### src/rtl/iter_multiplier.sv
// Sequential shift-and-add multiplier with optional 32/64-bit accumulate.
// Consumes STEP multiplier bits per cycle and stops once the remaining multiplier bits are zero.
module iter_multiplier #(
    parameter int WIDTH = 32,
    parameter int STEP  = 1
) (
    input  logic             clk,
    input  logic             rst_n,
    input  logic             req,
    output logic             ack,
    output logic             busy,
    input  logic [1:0]       mode,
    input  logic [WIDTH-1:0] Rm,
    input  logic [WIDTH-1:0] Rs,
    input  logic [WIDTH-1:0] Rn,
    input  logic [WIDTH-1:0] Rd_hi,
    output logic [WIDTH-1:0] result,
    output logic [WIDTH-1:0] result_hi,
    output logic             n_flag,
    output logic             z_flag
);

    localparam int AW     = 2 * WIDTH;
    localparam int CYCLES = WIDTH / STEP;
    localparam int CW     = $clog2(CYCLES + 1);

    if (STEP != 1 && STEP != 2 && STEP != 4) begin : g_bad_step
        $error("iter_multiplier: STEP must be 1, 2 or 4");
    end
    if ((WIDTH % STEP) != 0) begin : g_bad_width
        $error("iter_multiplier: WIDTH must be a multiple of STEP");
    end

    typedef enum logic [1:0] {
        IDLE = 2'd0,
        CALC = 2'd1,
        DONE = 2'd2
    } state_t;

    state_t          state;
    state_t          state_next;
    logic [AW-1:0]   rm_reg;
    logic [WIDTH-1:0] rs_reg;
    logic [1:0]      mode_reg;
    logic [AW-1:0]   acc;
    logic [CW-1:0]   count;

    logic [STEP-1:0]  digit;
    logic [AW-1:0]    partial;
    logic [AW-1:0]    acc_sum;
    logic [WIDTH-1:0] rs_shift;
    logic             last;
    logic             n_next;
    logic             z_next;

    always_comb begin
        digit    = rs_reg[STEP-1:0];
        partial  = rm_reg * AW'(digit);
        acc_sum  = acc + partial;
        rs_shift = rs_reg >> STEP;
        last     = (rs_shift == '0) || (count == CW'(CYCLES - 1));
        // Long modes flag the full 2*WIDTH result; short modes only the low word.
        if (mode_reg[1]) begin
            n_next = acc_sum[AW-1];
            z_next = (acc_sum == '0);
        end else begin
            n_next = acc_sum[WIDTH-1];
            z_next = (acc_sum[WIDTH-1:0] == '0);
        end
    end

    always_comb begin
        state_next = state;
        case (state)
            IDLE:    if (req)   state_next = CALC;
            CALC:    if (last)  state_next = DONE;
            DONE:    if (!req)  state_next = IDLE;
            default:            state_next = IDLE;
        endcase
    end

    always_ff @(posedge clk or negedge rst_n) begin
        if (!rst_n) begin
            state <= IDLE;
            ack   <= 1'b0;
            busy  <= 1'b0;
        end else begin
            state <= state_next;
            ack   <= (state_next == DONE);
            busy  <= (state_next != IDLE);
        end
    end

    always_ff @(posedge clk or negedge rst_n) begin
        if (!rst_n) begin
            rm_reg    <= '0;
            rs_reg    <= '0;
            mode_reg  <= '0;
            acc       <= '0;
            count     <= '0;
            result    <= '0;
            result_hi <= '0;
            n_flag    <= 1'b0;
            z_flag    <= 1'b0;
        end else begin
            case (state)
                IDLE: begin
                    if (req) begin
                        rm_reg   <= AW'(Rm);
                        rs_reg   <= Rs;
                        mode_reg <= mode;
                        count    <= '0;
                        case (mode)
                            2'b01:   acc <= {{WIDTH{1'b0}}, Rn};
                            2'b11:   acc <= {Rd_hi, Rn};
                            default: acc <= '0;
                        endcase
                    end
                end
                CALC: begin
                    acc    <= acc_sum;
                    rm_reg <= rm_reg << STEP;
                    rs_reg <= rs_shift;
                    count  <= count + CW'(1);
                    if (last) begin
                        result    <= acc_sum[WIDTH-1:0];
                        result_hi <= acc_sum[AW-1:WIDTH];
                        n_flag    <= n_next;
                        z_flag    <= z_next;
                    end
                end
                default: ;
            endcase
        end
    end

endmodule

### config.mk
export PLATFORM = sky130hd
export DESIGN_NAME = iter_multiplier
export DESIGN_NICKNAME = d
export VERILOG_FILES = /design/src/rtl/iter_multiplier.sv
export SDC_FILE = /design/constraint.sdc
export NUM_CORES = 1
export LEC_CHECK = 0
export ABC_AREA = 0
export CAP_MARGIN = 25
export CORE_MARGIN = 2
export CORE_UTILIZATION = 30
export DETAILED_ROUTE_END_ITERATION = 6
export PLACE_DENSITY_LB_ADDON = 0.05
export SYNTH_ARGS = -nofsm -noshare
export SYNTH_HDL_FRONTEND = slang
export SYNTH_SLANG_ARGS = --single-unit
### constraint.sdc
create_clock -name clk -period 3.9 [get_ports clk]
set_input_delay 0.78 -clock clk [delete_from_list [all_inputs] [get_ports clk]]
set_output_delay 0.78 -clock clk [all_outputs]
set_load 0.02 [all_outputs]
==> qor.csv, run 1 <==
stage,metric,value,unit
sta,Tmin final,3.94,ns
routing,Via-to-Cell Ratio,5.22,
clock_tree,CTS Root Cell,clkbuf_16,
floorplan,FP Rows,80,
worst_hold_path,Hold Path Class,primary input to asynchronous set/reset pin,
clock_tree,CTS tree,done,
worst_setup_path,Critical Path Start,rs_reg[0]$_DFFE_PN0P_,
synth,Mapped Cells,1717,
clock_tree,clk_lat worst skew,0.59,ns
routing,DRT Wirelength,58.4,mm
placed_design,gp weighted congestion,0.931,
synth,yosys warns,0,
synth,fraction of registers with async set/reset,1.00,
routing,DR vias,14600,
placed_design,Detailed Place HPWL,45.1,mm
clock_tree,H-tree Lvls,1,
sta,f_max,253,MHz
worst_setup_path,CP Data Required Time,4.43,ns
global_routing,GRT met1 Usage,0.336,
sta,TNS Setup,-0.0449,ns
synth,post-synthesis net count,1915,
power_and_ir_drop,Worst VDD drop,0.470,mV
floorplan,Core ar.,47600,sq um
synth,Post-synth EDFFs,0,
routing,# DRC,0,
sta,worst slew pin tran,0.845,ns
worst_setup_path,"Max FO, Critical Path",4,
cells_and_area,post-route cell area,20900,sq um
worst_setup_path,R2R setup slack,-0.04,ns
power_and_ir_drop,power density over the cells,1120,nW/um^2
routing,DR iter-0 viols,1023,
floorplan,Vert. Die Dim,224,um
global_routing,global-route wire length before repair,89.2,mm
run_status,failing checks,setup timing,
clock_tree,hold buffer count at cts,0,
sta,final-report setup violation count,1,
placed_design,placed cell areas,19300,sq um
synth,flop and latch count out of synthesis,237,
clock_tree,clock sink total,237,
sta,Tcrit/Tclk final,1.01,
job,Max-Cap Viols,0,
synth,sequential area share after synthesis,0.410,
routing,Pre-antenna DRT Iters,5,
worst_setup_path,Critical R2R Capture,z_flag$_DFFE_PN0P_,
cells_and_area,multi-input logic area,8610,sq um
worst_setup_path,critical path class,register to register,
floorplan,die area,50000,sq um
routing,post-route antenna net violation count,0,
cells_and_area,flip-flop and latch area,5930,sq um
synth,Mean Syn Cell Area,8.43,sq um
clock_tree,Inserted Clock Buffers,29,
power_and_ir_drop,Leak,9.19,nW
sta,slew margin rel.,0.436,
worst_setup_path,Worst EP arrival,4.47,ns
global_routing,grt met2 use,0.353,
placed_design,IO Port Bufs,200,
power_and_ir_drop,Total Power,23.4,mW
worst_setup_path,R2R Path Start,rs_reg[0]$_DFFE_PN0P_,
global_routing,Tot GR Track Use,0.231,
cells_and_area,fillcell total,4842,
floorplan,Initial Util,0.304,
sta,max-slew violations,0,
floorplan,chip width,224,um
run_status,status,"complete, but fails checks",
global_routing,met3 Usage GRT,0.0476,
global_routing,largest net degree at the start of global routing,118,
cells_and_area,proportion of layout cells with a drive suffix above 1,0.235,
floorplan,# IOs,201,
sta,Layout Skew,0.0218,ns
cells_and_area,Util after Layout,0.439,
global_routing,gr ovfl total,0,
synth,Netlist cell types,83,
worst_setup_path,startpoint types,register,
sta,final hold violations,0,
clock_tree,Clock Pin Slew Worst Setup and Hold Paths,0.07,ns
global_routing,GRT Max-Usage Layer,met2,
clock_tree,clock buffer depth,3,
worst_setup_path,reg2reg path depth,16,
sta,post-route setup slack,-0.0449,ns
global_routing,antenna violations before repair,0,
routing,drt wl/cell,20.8,um
synth,Main synth FF type,dfrtp_1,
global_routing,vias in the first global route,14600,
cells_and_area,area delta synth->final,44.6,%
sta,RSZ-0062 raised after global routing,yes,
cells_and_area,Nets,2368,
worst_setup_path,Crit. End Element,register,
synth,Synth Cell Area,14500,sq um
==> worst max path at each step <==
| stage | to | slack (ns) | cells past startpoint |
|---|---|---|---|
| 6_report | z_flag$_DFFE_PN0P_ | -0.04 | 16 |
| 5_1_grt | z_flag$_DFFE_PN0P_ | -0.15 | 18 |
| 4_1_cts | z_flag$_DFFE_PN0P_ | -0.02 | 17 |
| 3_5_place_dp | z_flag$_DFFE_PN0P_ | -0.40 | 15 |
| 3_3_place_gp | z_flag$_DFFE_PN0P_ | -0.81 | 16 |
| 2_1_floorplan | z_flag$_DFFE_PN0P_ | 0.25 | 15 |
==> cell type report <==
cell class              instances  share of cell area
flip-flops and latches        237               0.283
clock inverters                11             0.00586
well taps                     615              0.0367
multi-input cells            1346               0.411
diodes                          1            0.000120
inverters                      22             0.00394
clock buffers                  39              0.0388
repair buffers                534               0.220
==> Yosys cell counts, types with 5 or more instances <==
cell type,number,share of area
and3_1,6,0.0026
ha_1,64,0.055
o31ai_1,8,0.0041
o21bai_1,8,0.0041
nand4b_1,5,0.0030
xnor2_1,34,0.021
nor3_1,31,0.011
or2_2,6,0.0026
o21ai_0,148,0.051
a31oi_1,11,0.0048
dfrtp_1,237,0.41
xor2_1,15,0.0091
o21ai_1,6,0.0021
clkbuf_1,104,0.027
and2_1,72,0.031
nand2b_1,5,0.0022
o221ai_1,5,0.0030
a21oi_1,103,0.036
a222oi_1,5,0.0035
nand4_1,36,0.016
inv_1,22,0.0057
nand2_1,226,0.059
nor4_1,13,0.0056
and4_1,8,0.0048
o211ai_1,9,0.0047
o22ai_1,65,0.028
nor2_1,206,0.053
mux2_2,22,0.017
a22oi_1,41,0.021
a211oi_1,9,0.0047
a21o_1,27,0.014
or3_1,6,0.0026
o21a_1,17,0.0088
nand3_1,57,0.020
==> repair_timing <==
| item | CTS | global route |
|---|---|---|
| pin swaps | 29 | 24 |
| setup buffers | 17 | 6 |
| resized for setup | 64 | 56 |
| endpoints found under the setup margin | 7 | 23 |
==> report_power, final <==
group          switching, mW  internal (mW)  leakage (nW)
logic                   8.79           7.60          5.76
clock network           1.11           1.59         0.465
registers              0.788           3.55          2.97
total                   10.7           12.7          9.19
==> routing by layer <==
metal | vias up | routed length, um
met3 | 55 | 3480
met5 | - | 0
li1 | 7118 | -
met4 | 0 | 1160
met1 | 7109 | 28400
met2 | 352 | 25400
==> stage by stage <==
stage	hold slack (ns)	worst slack (ns)	std cells
6_report	0.198	-0.0449	2805
5_1_grt	0.234	-0.152	2804
4_1_cts	0.228	-0.0221	2798
3_5_place_dp	0.469	-0.403	2732
3_3_place_gp	0.463	-0.814	2731
2_1_floorplan	0.445	0.247	1717
==> worst max-delay path, cell delays in order (launching register included) <==
cell      delay [ns]
dfrtp_1         0.37
buf_4           0.14
and2_1          0.13
ha_2            0.18
fa_2            0.34
a21o_1          0.18
a221o_2         0.36
buf_4           0.15
a211oi_4        0.27
buf_6           0.15
a31oi_4         0.11
xnor2_2         0.28
nand3_2         0.16
or4_4           0.60
nor4b_4         0.28
nand4_1         0.12
nand2_1         0.08
==> placed cells by master (no fill, tap or decap), types with 6 or more instances in the layout <==
cell type        instances
ha_1                    44
o21ai_0                136
and4_1                   7
mux2_2                  22
nor3_1                  27
ha_2                     9
inv_1                   22
clkbuf_16               29
a31oi_1                 11
nand2_1                220
clkdlybuf4s50_1        199
a21o_1                  27
ha_4                    11
a22oi_1                 41
o21ai_1                 17
nor4_1                  13
xnor2_2                  9
and2_1                  71
buf_12                   6
xnor2_1                 27
dfrtp_1                237
or2_2                    6
clkinv_2                 7
and3_1                   6
nand3_1                 56
o21bai_1                 8
xor2_1                  15
a21oi_2                 13
o211ai_1                 9
a21oi_1                 88
nor2_1                 198
buf_4                  322
nand4_1                 36
o22ai_1                 64
o21a_1                  16
o31ai_1                  7
nor2_2                   6
==> kinds of logic after synthesis <==
group | synth area share
compound gates | 0.222
xor+xnor | 0.0330
fa+ha+maj | 0.0567
buf+inv | 0.0353
flops | 0.410
mux | 0.0192
simple gates | 0.224
Note: power is estimated with default switching activity, not from simulation.
==> inputs of run 2 (changes only) <==
ABC_AREA = 1   (was 0)
CAP_MARGIN = 30   (was 25)
==> run 2 against run 1 <==
Against the previous run: synthesized cell count rose by 46%; critical path type unchanged; cell count rose by 22%; largest cell class unchanged; utilization fell by 6.5 points; critical path depth rose by 4; critical endpoint unchanged; sequential share of layout area rose by 1.1 points; total power fell by 16%; the run now ends clean.
==> qor.csv, run 2 <==
stage,metric,value,unit
synth,yosys warns,0,
sta,f_max,281,MHz
floorplan,Initial Util,0.303,
worst_setup_path,startpoint types,register,
routing,DR iter-0 viols,893,
worst_setup_path,Worst EP arrival,4.07,ns
worst_setup_path,CP Data Required Time,4.40,ns
routing,# DRC,0,
synth,cell taking the most area after synthesis,dfrtp_1,
routing,post-route antenna net violation count,0,
sta,TNS Setup,0,ns
power_and_ir_drop,power density over the cells,973,nW/um^2
power_and_ir_drop,Clock Power Share,0.128,
sta,max-slew violations,0,
clock_tree,Inserted Clock Buffers,27,
sta,Tcrit/Tclk final,0.914,
worst_setup_path,Critical R2R Capture,z_flag$_DFFE_PN0P_,
synth,Netlist cell types,34,
placed_design,IO Port Bufs,200,
sta,final-report setup violation count,0,
synth,top cell type's share of synthesized area,0.364,
sta,final hold violations,0,
synth,most frequent cells after synthesis,"922 x nand2_1, 500 x inv_1, 237 x dfrtp_1",
synth,Mean Syn Cell Area,6.49,sq um
placed_design,Detailed Place HPWL,51.2,mm
worst_setup_path,critical path endpoint,z_flag$_DFFE_PN0P_,
synth,mux share of post-synthesis cell area,0,
floorplan,FP Rows,85,
routing,Pre-antenna DRT Iters,5,
synth,Compound-Gate Fraction of Synth Area,0.114,
global_routing,largest net degree at the start of global routing,144,
cells_and_area,Util after Layout,0.375,
synth,simple-gate share of the synthesized area,0.320,
cells_and_area,"leading cell types in the layout, fill and taps excluded","922 x nand2_1, 497 x inv_1, 236 x dfrtp_1",
clock_tree,clock sink total,237,
floorplan,chip width,237,um
synth,post-synthesis net count,2710,
routing,DRT Wirelength,64.0,mm
floorplan,Core ar.,53800,sq um
cells_and_area,Nets,2904,
routing,drt wl/cell,18.7,um
clock_tree,CTS Root Cell,clkbuf_16,
synth,flop and latch count out of synthesis,237,
sta,slew margin rel.,0.343,
synth,synthesized-area fraction occupied by adder cells,0.0504,
worst_setup_path,R2R Path Start,rs_reg[0]$_DFFE_PN0P_,
worst_setup_path,reg2reg path depth,20,
global_routing,vias in the first global route,16100,
power_and_ir_drop,Psw,10.4,mW
placed_design,worst slack at placement,0.312,ns
worst_setup_path,Crit. End Element,register,
power_and_ir_drop,Sw Ratio,0.531,
floorplan,# IOs,201,
clock_tree,H-tree Lvls,1,
synth,Synth Area in XOR/XNOR,0.0167,
global_routing,global-route wire length before repair,98.7,mm
global_routing,antenna violations before repair,0,
sta,post-route setup slack,0.337,ns
power_and_ir_drop,Comb power frac,0.652,
cells_and_area,"commonest non-fill, non-tap cell in the layout",nand2_1,
clock_tree,clock buffer depth,3,
sta,Tmin final,3.56,ns
worst_setup_path,Critical Path Start,rs_reg[0]$_DFFE_PN0P_,
worst_setup_path,R2R setup slack,0.34,ns
floorplan,die area,56200,sq um
power_and_ir_drop,Cell Int Power,9.19,mW
clock_tree,postcts setup bufs,0,
routing,DR vias,16000,
synth,dominant cells by area after synthesis,"dfrtp_1 36%, nand2_1 21%, inv_1 12%, ha_1 4.9%, a21oi_1 3.7%",
sta,worst slew pin tran,0.985,ns
synth,most frequent cell after synthesis,nand2_1,
power_and_ir_drop,Flop pwr share,0.221,
cells_and_area,diode count,0,
worst_setup_path,"Max FO, Critical Path",35,
power_and_ir_drop,Worst VDD drop,0.392,mV
worst_setup_path,critical path class,register to register,
worst_hold_path,Hold Path Class,primary input to asynchronous set/reset pin,
power_and_ir_drop,Leak,10.9,nW
sta,RSZ-0062 raised after global routing,no,
job,Max-Cap Viols,0,
synth,Main synth FF type,dfrtp_1,
clock_tree,clk_lat worst skew,0.58,ns
synth,fraction of registers with async set/reset,1.00,
synth,Mapped Cells,2512,
sta,Layout Skew,0.0193,ns
synth,Synth Cell Area,16300,sq um
synth,sequential area share after synthesis,0.364,
clock_tree,CTS tree,done,
run_status,status,finished clean,
floorplan,Vert. Die Dim,237,um
synth,Post-synth EDFFs,0,
clock_tree,Clock Pin Slew Worst Setup and Hold Paths,0.06,ns
global_routing,Tot GR Track Use,0.229,
routing,Via-to-Cell Ratio,4.69,
cells_and_area,area delta synth->final,23.7,%
cells_and_area,proportion of layout cells with a drive suffix above 1,0.0481,
global_routing,gr ovfl total,0,
synth,combinational family with the most area after synthesis,simple AND/OR/NAND/NOR gates,
placed_design,gp weighted congestion,0.953,
## run 2: metrics by stage
step	hold WS, ns	cells	instance area [sq um]	total power [mW]
after floorplan	0.453	2512	16300	12.3
after global placement	0.462	3373	19300	17.3
after detailed placement	0.462	3373	19300	17.2
after CTS	0.258	3422	20200	19.9
after global routing	0.261	3422	20200	21.6
final	0.212	3422	20200	19.6
## run 2: critical path: stages, from the launching register on
cell,delay [ns]
dfrtp_2,0.43
buf_12,0.17
nand2_1,0.07
inv_1,0.04
ha_1,0.22
fa_1,0.46
nand2_1,0.12
nand2_1,0.08
nand3_1,0.11
nand2_2,0.11
nand2_1,0.08
nand2_1,0.19
xnor2_1,0.37
nand2_1,0.08
nor2_1,0.13
nand3_1,0.15
nor2_1,0.13
nand3_1,0.11
nor2_1,0.28
nand2_1,0.09
nand2_1,0.06
## run 2: area by class of cell
class / instances / area, sq um
multi-input cells: 1690 / 8200
clock inverters: 6 / 72.6
clock buffers: 43 / 776
fillers: 5939 / 33700
well taps: 696 / 871
repair buffers: 242 / 2400
inverters: 508 / 1910
flip-flops and latches: 237 / 5930
## run 2: cells by family after synthesis
kind of cell / Yosys count
and+or+nand+nor: 1268
buffers and inverters: 585
AOI/OAI and AO/OA: 326
DFF: 237
adders and majority gates: 65
xor gates and xnor gates: 31
## run 2: power by group through the flow
| stage | sequential [mW] | clock (mW) | combinational [mW] |
|---|---|---|---|
| 2_1_floorplan | 4.40 | 0 | 7.93 |
| 3_3_place_gp | 4.38 | 0 | 12.9 |
| 3_5_place_dp | 4.37 | 0 | 12.9 |
| 4_1_cts | 4.35 | 2.58 | 12.9 |
| 5_1_grt | 4.48 | 2.69 | 14.4 |
| 6_report | 4.33 | 2.51 | 12.8 |
## run 2: worst min path at each step
stage / startpoint / endpoint / cells past startpoint
final: rst_n / result[19]$_DFFE_PN0P_ / 1
after global routing: rst_n / result[19]$_DFFE_PN0P_ / 1
after CTS: rst_n / rm_reg[23]$_DFFE_PN0P_ / 1
after detailed placement: result[9]$_DFFE_PN0P_ / result[9]$_DFFE_PN0P_ / 2
after global placement: result[5]$_DFFE_PN0P_ / result[5]$_DFFE_PN0P_ / 2
after floorplan: rm_reg[63]$_DFFE_PN0P_ / rm_reg[63]$_DFFE_PN0P_ / 2
## run 2: metal layers
| metal | global-route usage | wire [um] | share of wire |
|---|---|---|---|
| met5 | 0 | 0 | 0 |
| met4 | 0.0395 | 1120 | 0.018 |
| met3 | 0.0308 | 2740 | 0.043 |
| met2 | 0.374 | 28700 | 0.45 |
| met1 | 0.326 | 31400 | 0.49 |
## run 2: repair_timing
action | CTS | global route
gates resized for setup | 0 | 1
setup endpoints to repair | 0 | 1
hold buffers | 0 | 0
==> inputs of run 3 (changes only) <==
GPL_TIMING_DRIVEN = 0   (was unset)
==> run 3 against run 2 <==
Against the previous run: non-clock buffer count up 45; clock skew up 0.0011 ns; register-to-register slack worse by 0.15 ns; worst setup slack worse by 0.15 ns; utilization up 0.46 points; sequential power about the same; sequential cell count unchanged; wire length up 8.0%; global-route usage up 1.6 points; worst hold slack worse by 0.13 ns.
==> qor.csv, run 3 (same netlist as run 2, synthesis figures left out) <==
stage,metric,value,unit
sta,RSZ-0062 raised after global routing,no,
worst_setup_path,R2R setup slack,0.19,ns
placed_design,placed cell areas,19300,sq um
worst_setup_path,reg2reg path depth,25,
sta,slew margin rel.,0.326,
floorplan,Initial Util,0.303,
sta,final-report setup violation count,0,
global_routing,largest net degree at the start of global routing,108,
clock_tree,Clock Pin Slew Worst Setup and Hold Paths,0.06,ns
worst_setup_path,Worst EP arrival,4.23,ns
worst_setup_path,"Max FO, Critical Path",10,
sta,Layout Skew,0.0204,ns
worst_setup_path,critical path class,register to register,
sta,Tmin final,3.71,ns
clock_tree,clock sink total,237,
power_and_ir_drop,power density over the cells,990,nW/um^2
run_status,status,finished clean,
worst_setup_path,R2R Path Start,rs_reg[0]$_DFFE_PN0P_,
clock_tree,clk_lat worst skew,0.59,ns
sta,hold slack,0.0798,ns
routing,DR vias,16500,
routing,drt wl/cell,19.9,um
clock_tree,Inserted Clock Buffers,29,
floorplan,FP Rows,85,
placed_design,gp weighted congestion,0.901,
job,Max-Cap Viols,0,
worst_setup_path,Crit. End Element,register,
power_and_ir_drop,Worst VDD drop,0.399,mV
global_routing,global-route wire length before repair,103,mm
power_and_ir_drop,Leak,10.9,nW
cells_and_area,proportion of layout cells with a drive suffix above 1,0.0531,
cells_and_area,"leading cell types in the layout, fill and taps excluded","906 x nand2_1, 500 x inv_1, 236 x dfrtp_1",
global_routing,gr ovfl total,0,
global_routing,vias in the first global route,16100,
floorplan,# IOs,201,
clock_tree,H-tree Lvls,1,
global_routing,antenna violations before repair,1,
clock_tree,clock buffer depth,3,
cells_and_area,Nets,2951,
clock_tree,CTS tree,done,
placed_design,Detailed Place HPWL,57.1,mm
cells_and_area,area delta synth->final,25.2,%
sta,f_max,269,MHz
routing,post-route antenna net violation count,0,
floorplan,Vert. Die Dim,237,um
worst_hold_path,Hold Path Class,primary input to asynchronous set/reset pin,
placed_design,IO Port Bufs,199,
floorplan,chip width,237,um
routing,DRT Wirelength,69.1,mm
sta,worst slew pin tran,1.01,ns
cells_and_area,"commonest non-fill, non-tap cell in the layout",nand2_1,
global_routing,Tot GR Track Use,0.244,
sta,max-slew violations,0,
routing,# DRC,0,
routing,Pre-antenna DRT Iters,5,
cells_and_area,post-route cell area,20400,sq um
worst_setup_path,CP Data Required Time,4.42,ns
routing,Via-to-Cell Ratio,4.77,
worst_setup_path,Critical R2R Capture,z_flag$_DFFE_PN0P_,
clock_tree,CTS Root Cell,clkbuf_16,
floorplan,Core ar.,53800,sq um
floorplan,die area,56200,sq um
routing,DR iter-0 viols,1241,
worst_setup_path,startpoint types,register,
sta,final hold violations,0,
sta,Tcrit/Tclk final,0.952,
## run 3: worst max path at each step
stage | start | to | slack [ns] | depth (start not counted)
finish | rs_reg[0]$_DFFE_PN0P_ | z_flag$_DFFE_PN0P_ | 0.19 | 25
global route | rs_reg[0]$_DFFE_PN0P_ | z_flag$_DFFE_PN0P_ | 0.005 | 22
CTS | rs_reg[0]$_DFFE_PN0P_ | z_flag$_DFFE_PN0P_ | 0.03 | 22
detailed placement | rs_reg[0]$_DFFE_PN0P_ | z_flag$_DFFE_PN0P_ | -0.57 | 23
global placement | rst_n | result_hi[16]$_DFFE_PN0P_ | -9.11 | 1
floorplan | rs_reg[0]$_DFFE_PN0P_ | z_flag$_DFFE_PN0P_ | 1.27 | 24
## run 3: stage by stage
stage	worst slack (ns)	power, mW	setup TNS, ns	instances	utilization
final	0.188	20.2	0	3468	0.379
after global routing	0.00507	22.0	0	3466	0.379
after CTS	0.0302	20.1	0	3464	0.376
after detailed placement	-0.568	17.3	-0.743	3415	0.359
after global placement	-9.11	17.2	-2154.14	3407	0.356
after floorplan	1.27	12.3	0	2512	-
## run 3: where the power goes
group	total [mW]	internal [mW]	switching, mW
combinational	13.2	4.12	9.13
clock	2.64	1.50	1.13
sequential	4.31	3.61	0.706
## run 3: what timing repair did
item	in CTS	in global routing
gates resized for setup	9	54
buffers inserted	2	2
setup endpoints to repair	4	1
pin swaps	1	2
hold buffers	0	0
## run 3: layer usage
metal	part of all wire	wire length, um	up-vias	global-route usage
met5	0	0	-	0
met4	0.019	1330	0	0.0482
met3	0.044	3060	58	0.0275
met2	0.44	30100	379	0.384
met1	0.50	34600	7834	0.361
li1	-	-	8277	-
## run 3: area by class of cell
cell class              instances  area [sq um]
diodes                          2          5.00
inverters                     508          1910
plain buffers                  76           294
flip-flops and latches        237          5930
fillers                      5952         33400
well taps                     696           871
clock buffers                  42           815
clock inverters                 6          73.8
repair buffers                211          2170
multi-input cells            1690          8340
## run 3: worst max-delay path, stage by stage (launching register included)
cell and delay [ns]:
dfrtp_2 0.53, buf_8 0.20, clkbuf_2 0.18, nand2_1 0.09
inv_1 0.05, ha_1 0.34, nand2_1 0.13, nor2_2 0.18
inv_1 0.12, nor2_4 0.19, nand2_1 0.08, nand2_1 0.17
inv_1 0.08, nand2_2 0.14, nand2_1 0.15, nand2_1 0.10
nand2_1 0.05, nand2_1 0.14, nand2_1 0.08, nor2_1 0.10
nand2_1 0.10, nor2_1 0.09, nand2_1 0.11, nand2_1 0.09
nand2_1 0.08, nand2_1 0.07
